**config.mk**
```make
export PLATFORM = sky130hd
export DESIGN_NAME = keypad_scanner
export DESIGN_NICKNAME = d
export VERILOG_FILES = /design/src/rtl/keypad_scanner.sv
export SDC_FILE = /design/constraint.sdc
export NUM_CORES = 1
export LEC_CHECK = 0
export ABC_CLOCK_PERIOD_IN_PS = 2270
export CAP_MARGIN = 40
export CORE_MARGIN = 2
export CORE_UTILIZATION = 40
export CTS_CLUSTER_SIZE = 16
export DETAILED_ROUTE_END_ITERATION = 10
export PLACE_DENSITY = 0.68
export SLEW_MARGIN = 10
export SYNTH_ARGS = -nofsm -noshare
export SYNTH_HDL_FRONTEND = slang
export SYNTH_SLANG_ARGS = --single-unit
```
**constraint.sdc**
```tcl
create_clock -name clk -period 2.27 [get_ports clk]
set_input_delay 0.454 -clock clk [delete_from_list [all_inputs] [get_ports clk]]
set_output_delay 0.454 -clock clk [all_outputs]
set_load 0.05 [all_outputs]
```
**src/rtl/keypad_scanner.sv**
```systemverilog
// 4x4 matrix keypad scanner: rotates active-low column drive, debounces a single
// key press/release, emits a hex key code strobe and shifts digits into an operand.
module keypad_scanner #(
    parameter int SCAN_DIV     = 50000,
    parameter int DEBOUNCE_CNT = 500000
) (
    input  logic        clk,
    input  logic        rst_n,
    input  logic [3:0]  row,
    input  logic        clear,
    output logic [3:0]  col,
    output logic [3:0]  key_code,
    output logic        key_valid,
    output logic        key_held,
    output logic [31:0] operand
);
    localparam int CMAX = (SCAN_DIV > DEBOUNCE_CNT) ? SCAN_DIV : DEBOUNCE_CNT;
    localparam int CW   = $clog2(CMAX + 1);
    localparam logic [CW-1:0] SCAN_LAST = CW'(SCAN_DIV - 1);
    localparam logic [CW-1:0] DEB_LAST  = CW'(DEBOUNCE_CNT - 1);
    localparam logic [CW-1:0] CNT_ONE   = CW'(1);

    typedef enum logic [1:0] {SCAN, DEBOUNCE, PRESSED} state_t;

    state_t          state_q;
    logic [1:0]      col_idx_q;
    logic [CW-1:0]   cnt_q;
    logic [3:0]      pat_q;
    logic [3:0]      row_s1_q;
    logic [3:0]      rs_q;
    logic [3:0]      key_code_q;
    logic            key_valid_q;
    logic            key_held_q;
    logic [31:0]     operand_q;
    logic [31:0]     operand_d;

    function automatic logic one_low(input logic [3:0] v);
        return ($countones(~v) == 1);
    endfunction

    function automatic logic [1:0] low_idx(input logic [3:0] v);
        logic [1:0] idx;
        idx = 2'd0;
        for (int i = 0; i < 4; i++)
            if (!v[i]) idx = 2'(i);
        return idx;
    endfunction

    always_ff @(posedge clk or negedge rst_n) begin
        if (!rst_n) begin
            row_s1_q <= 4'hF;
            rs_q     <= 4'hF;
        end else begin
            row_s1_q <= row;
            rs_q     <= row_s1_q;
        end
    end

    always_ff @(posedge clk or negedge rst_n) begin
        if (!rst_n) begin
            state_q     <= SCAN;
            col_idx_q   <= 2'd0;
            cnt_q       <= '0;
            pat_q       <= 4'hF;
            key_code_q  <= 4'h0;
            key_valid_q <= 1'b0;
            key_held_q  <= 1'b0;
        end else begin
            key_valid_q <= 1'b0;
            case (state_q)
                SCAN: begin
                    if (cnt_q == SCAN_LAST) begin
                        cnt_q <= '0;
                        if (one_low(rs_q)) begin
                            pat_q   <= rs_q;
                            state_q <= DEBOUNCE;
                        end else begin
                            col_idx_q <= col_idx_q + 2'd1;
                        end
                    end else begin
                        cnt_q <= cnt_q + CNT_ONE;
                    end
                end
                DEBOUNCE: begin
                    if (rs_q != pat_q) begin
                        // bounce: rescan the same column from a fresh dwell
                        state_q <= SCAN;
                        cnt_q   <= '0;
                    end else if (cnt_q == DEB_LAST) begin
                        key_code_q  <= {low_idx(pat_q), col_idx_q};
                        key_valid_q <= 1'b1;
                        key_held_q  <= 1'b1;
                        state_q     <= PRESSED;
                        cnt_q       <= '0;
                    end else begin
                        cnt_q <= cnt_q + CNT_ONE;
                    end
                end
                PRESSED: begin
                    if (rs_q != 4'hF) begin
                        cnt_q <= '0;
                    end else if (cnt_q == DEB_LAST) begin
                        key_held_q <= 1'b0;
                        col_idx_q  <= col_idx_q + 2'd1;
                        state_q    <= SCAN;
                        cnt_q      <= '0;
                    end else begin
                        cnt_q <= cnt_q + CNT_ONE;
                    end
                end
                default: begin
                    state_q <= SCAN;
                    cnt_q   <= '0;
                end
            endcase
        end
    end

    // digit is shifted in while the strobe is visible; clear wins that cycle
    always_comb begin
        operand_d = operand_q;
        if (clear)
            operand_d = 32'h0;
        else if (key_valid_q)
            operand_d = {operand_q[27:0], key_code_q};
    end

    always_ff @(posedge clk or negedge rst_n) begin
        if (!rst_n) operand_q <= 32'h0;
        else        operand_q <= operand_d;
    end

    assign col       = ~(4'b0001 << col_idx_q);
    assign key_code  = key_code_q;
    assign key_valid = key_valid_q;
    assign key_held  = key_held_q;
    assign operand   = operand_q;
endmodule

```
**After elaboration in Yosys (flattened, before gate mapping)**

Cells that the tools add are included.

- Word-level logic and storage cells: 73
- Input bits: 7
- Output and inout port bits: 42
- Register bits after elaboration: 73

- Bitwise gates (word level): 3
- Add/subtract/negate cells: 5
- Reduce and logical (&&, ||, !) cells: 9
- Equality and inequality tests: 15
- Muxes and demuxes: 30
- Shift operators: 1

Operator list:

| cell | count |
|---|---|
| 19-bit two-way mux | 4 |
| 32-bit two-way mux | 2 |
| 19-bit case mux with 3 select lines | 1 |
| 2-bit two-way mux | 12 |
| 19-bit by 1-bit adder with 19-bit output, second input constant | 1 |
| 19-bit by 16-bit equality test with 1-bit output, second input constant | 1 |
| 19-bit equality test, second input constant | 1 |
| 5-bit AND reduction | 3 |
| 2-bit != test, second input constant | 7 |
| 1-bit two-way mux | 8 |
| 4-bit NOT | 2 |
| 2-bit case mux with 3 select lines | 1 |
| 3-bit AND reduction | 2 |
| 2-bit nonzero test | 3 |
| 1-bit by 1-bit adder with 2-bit output | 2 |
| 4-bit != test | 1 |
| 4-bit != test, second input constant | 1 |
| 2-bit case mux with 2 select lines | 1 |
| 1-bit by 2-bit << shifter with 4-bit output, first input constant | 1 |
| 2-bit by 2-bit adder with 3-bit output | 1 |
| 3-bit by 1-bit equality test with 1-bit output, second input constant | 1 |
| 3-bit != test, second input constant | 1 |
| 2-bit by 1-bit adder with 2-bit output, second input constant | 1 |
| 2-bit by 1-bit equality test with 1-bit output, second input constant | 1 |
| 4 further kinds | 4 |

**Depth between registers and ports, before layout**

- Depth in word-level cells: 7
- Depth in mapped cells: 9
- Mapped depth without buffers: 8

**Worst setup path before layout**

Ideal clock, no wire load.

- Path kind: register -> register
- Start point: register rs_q[1]
- End point: register pat_q[0]
- Buffers on the path: 1
- Clock period less this slack: 2199 ps
- Setup slack: 71 ps
- Setup time: 85 ps
- Arrival: 2114 ps
- Cell stages (with the launch flop): 10
- Required time: 2185 ps
- Path through: dfstp_2 > fa_1 > inv_1 > ha_1 > ha_1 > nor2_1 > nand2_1 > and2b_1 > buf_4 > mux2_1

- Longest elaborated chain between the ends: 5

RTL lines:

| what | RTL line | source |
|---|---|---|
| start: declaration | 30 | `logic [3:0] rs_q;` |
| start signal: assignment | 55 | `rs_q <= row_s1_q;` |
| 4-bit NOT | 38 | `return ($countones(~v) == 1);` |
| 1-bit by 1-bit adder with 2-bit output (not written as such) | 38 |  |
| 2-bit by 2-bit adder with 3-bit output (not written as such) | 38 |  |
| 3-bit by 1-bit equality test with 1-bit output | 38 |  |
| 3-bit AND reduction (no line) | n/a |  |
| end signal: assignment | 75 | `pat_q <= rs_q;` |
| end: declaration | 28 | `logic [3:0] pat_q;` |

Every way passes these cells.
A chain may end at the register's enable or synchronous reset.

**Final worst setup path**

- Start point: register rs_q[0]
- End point: register pat_q[0]

- Longest elaborated chain between the ends: 5

RTL lines:

| what | RTL line |
|---|---|
| 4-bit NOT | 38 |
| 1-bit by 1-bit adder with 2-bit output (not written as such) | 38 |
| 2-bit by 2-bit adder with 3-bit output (not written as such) | 38 |
| 3-bit by 1-bit equality test with 1-bit output | 38 |
| 3-bit AND reduction (no line) | n/a |

Parallel ways exist; a longest one is shown, timed or not.

==> flow_summary.toml <==
[sta]
finalCritPeriodShare_pct = 96.9
skew_ns = 0.00919
finalHoldViolCount = 0
fmax_mhz = 455
drv_slew = 0
finalCriticalPeriod_ns = 2.20
grt_setup_unrepaired = "yes"
layout_setup_ws_ns = 0.0711
worst_pin_slew_ns = 0.729
setup_viol = 0
max_slew_margin_pct = 51.4

[floorplan]
rows = 32
start_util_pct = 41.8
pin_count = 49
die_h_um = 94.3
chipWidth_um = 94.3
dieArea_mm2 = 0.00889
core_mm2 = 0.00781

[cells_and_area]
area_growth_pct = 28.5
fin_util_pct = 53.7
final_cells = 451
multi_input_area_mm2 = 0.00133
antennaDiodeCount = 0
nFillCells = 701
regArea_mm2 = 0.00184
fin_nets = 360
drive_gt1_share_pct = 17.8

[yosys]
synth.ff_latch_count = 73
synth-edff-count = 0
synthDistinctLibCells = 45
avgSynthCellArea_um2 = 11.6
ys.flop_type = "dfrtp_1"
syn_inst = 282
seq_area_frac_synth_pct = 56.5
synthArstFlopShare_pct = 100
yosysWarnings = 0
syn_area_mm2 = 0.00326
synth_nets = 298

[pwr]
peakVddDrop_uv = 353
powerDensity_mw_per_mm2 = 602
p_leak_nw = 1.79

[critical_path]
required_ns = 2.53
cp-start-kind = "register"
worstPathCellList = "fa_1, inv_1, ha_1, ha_1, nor2_1, nand2_1, and2b_2, mux2_4"
end_kind = "register"
critical_path_class = "reg -> reg"
slowest_stage = "fa_1"
worstPathArrival_ns = 2.46
worstPathMaxFanout = 4
slowest_delay_ns = 0.52
crit_path_frequent_cell = "ha_1"

[global_route]
grt_pass1_wl_mm = 10.1
antenna_found_initial = 0
grt_overflow = 0
grtUsageTotal_pct = 14.7
grt_max_degree = 33
first_global_vias = 2152

[placed_design]
post-place-ws_ns = 0.0455
portBuffers = 48
gp_congestion = 0.774
hpwl_mm = 4.32
dp.cells = 434

[cts]
cts_max_level = 3
tritoncts = "built"
clk_latency_ns = 0.34
path_clk_slew_ns = 0.08
clock-root-buffer = "clkbuf_8"
clk_path_buf_depth = 2
cts_hold_buf = 0
numCtsBuffers = 9
numClockSinks = 73

[routing]
antenna_left = 0
wire_per_inst_um = 13.4
drt_iter0_markers = 50
drtPass1Iterations = 4
vias = 2159
drc = 0
via_per_inst = 4.79
finalWirelength_mm = 6.04

[worst_hold_path]
hold_class = "in -> async"

[run]
drv_cap = 0

[status]
status = "completed"
==> critical path, delay by kind of cell, from the launching register on <==
family	cells	cell delay [ns]
flops	1	0.38
mux	1	0.31
buf+inv	1	0.04
fa+ha+maj	3	0.96
simple gates	3	0.44
==> cell usage in the layout (no fill, tap or decap), types with 5 or more instances in the layout <==
master           instances
nand4_1                  5
inv_1                   14
clkbuf_8                10
buf_4                   15
xnor2_1                  7
clkdlybuf4s50_1         42
dfstp_2                 12
nand3_1                 11
nand2_1                 10
mux2i_1                 34
ha_1                     8
nor2_1                  55
xor2_1                  12
dfrtp_1                 60
==> through the flow <==
stage | cell area, um^2 | hold WS [ns] | setup TNS, ns | power [W]
after floorplan | 3260 | 0.158 | 0 | 0.00137
after global placement | 3930 | 0.346 | 0 | 0.00142
after detailed placement | 3930 | 0.352 | 0 | 0.00142
after CTS | 4160 | 0.181 | 0 | 0.00256
after global routing | 4190 | 0.203 | -0.0958 | 0.00264
final | 4190 | 0.165 | 0 | 0.00252
==> cell type report <==
type / count / area share (%)
Sequential cell: 73 / 44.0
Multi-Input combinational cell: 184 / 31.8
Timing Repair Buffer: 62 / 14.5
Clock buffer: 10 / 3.28
Tap cell: 102 / 3.04
Clock inverter: 6 / 2.15
Inverter: 14 / 1.25
==> routing by layer <==
layer	GRT usage (%)	vias to the layer above	part of all wire (%)
met5	0	-	0
met4	6.16	0	1.5
met3	3.13	9	4.8
met2	23.7	44	48
met1	19.2	1038	46
li1	-	1068	-
==> cell families (layout without fill, tap and decap cells) <==
| group | Yosys count | in the layout | share of synthesized area (%) |
|---|---|---|---|
| AND/OR/NAND/NOR | 104 | 104 | 16.2 |
| flip-flops | 73 | 73 | 56.5 |
| multiplexers | 41 | 41 | 12.9 |
| buffers and inverters | 25 | 92 | 3.26 |
| XOR/XNOR | 19 | 19 | 5.10 |
| AO/OA/AOI/OAI | 11 | 11 | 2.46 |
| adder cells (fa/ha/maj) | 9 | 9 | 3.68 |
==> cell usage after synthesis, types with 2 or more instances <==
library cell	number	area share, %
nand3_1	11	1.7
mux2_2	2	0.69
xnor2_1	7	1.9
buf_1	3	0.35
nor2_1	55	6.3
clkbuf_1	4	0.46
dfstp_2	12	9.7
mux2_1	5	1.7
nand2_1	10	1.2
nor4_1	2	0.38
buf_4	3	0.69
and3_1	2	0.38
inv_1	14	1.6
xor2_1	12	3.2
ha_1	8	3.1
dfrtp_1	61	47
nor2b_1	3	0.58
nand2b_1	2	0.38
and3b_1	2	0.54
and4_1	2	0.54
nand4_1	5	0.96
mux2i_1	34	10
==> sequential cells by signal, indices dropped and copies added, names as in the netlist <==
| name | flops |
|---|---|
| col_idx_q | 2 |
| operand | 32 |
| state_q | 2 |
| cnt_q | 19 |
| rs_q | 4 |
| key_code | 4 |
| key_valid | 1 |
| key_held | 1 |
| row_s1_q | 4 |
| pat_q | 4 |
==> worst paths after layout <==
| kind | slack, ns | depth (start not counted) | start | end |
|---|---|---|---|---|
| max reg2reg | 0.07 | 8 | rs_q[0]$_DFF_PN1_ | pat_q[0]$_DFFE_PN1P_ |
| min | 0.17 | 1 | rst_n | operand[22]$_DFFE_PN0P_ |
| max in group asynchronous | 1.44 | 2 | rst_n | row_s1_q[2]$_DFF_PN1_ |
| min reg2reg | 0.36 | 0 | row_s1_q[2]$_DFF_PN1_ | rs_q[2]$_DFF_PN1_ |
| max | 0.07 | 8 | rs_q[0]$_DFF_PN1_ | pat_q[0]$_DFFE_PN1P_ |
| min in group clk | 0.36 | 0 | row_s1_q[2]$_DFF_PN1_ | rs_q[2]$_DFF_PN1_ |
==> power by group <==
part	internal (W)	leakage (nW)	switching, W	total, W
clock network	0.000652	0.113	0.000479	0.00113
registers	0.00131	0.962	0.00000403	0.00132
logic	0.0000290	0.718	0.0000481	0.0000771
==> repair_timing <==
| item | CTS | global route |
|---|---|---|
| setup buffers | 0 | 1 |
| endpoints found under the setup margin | 0 | 5 |
| resized for setup | 0 | 6 |
(Power assumes the default switching activity.)
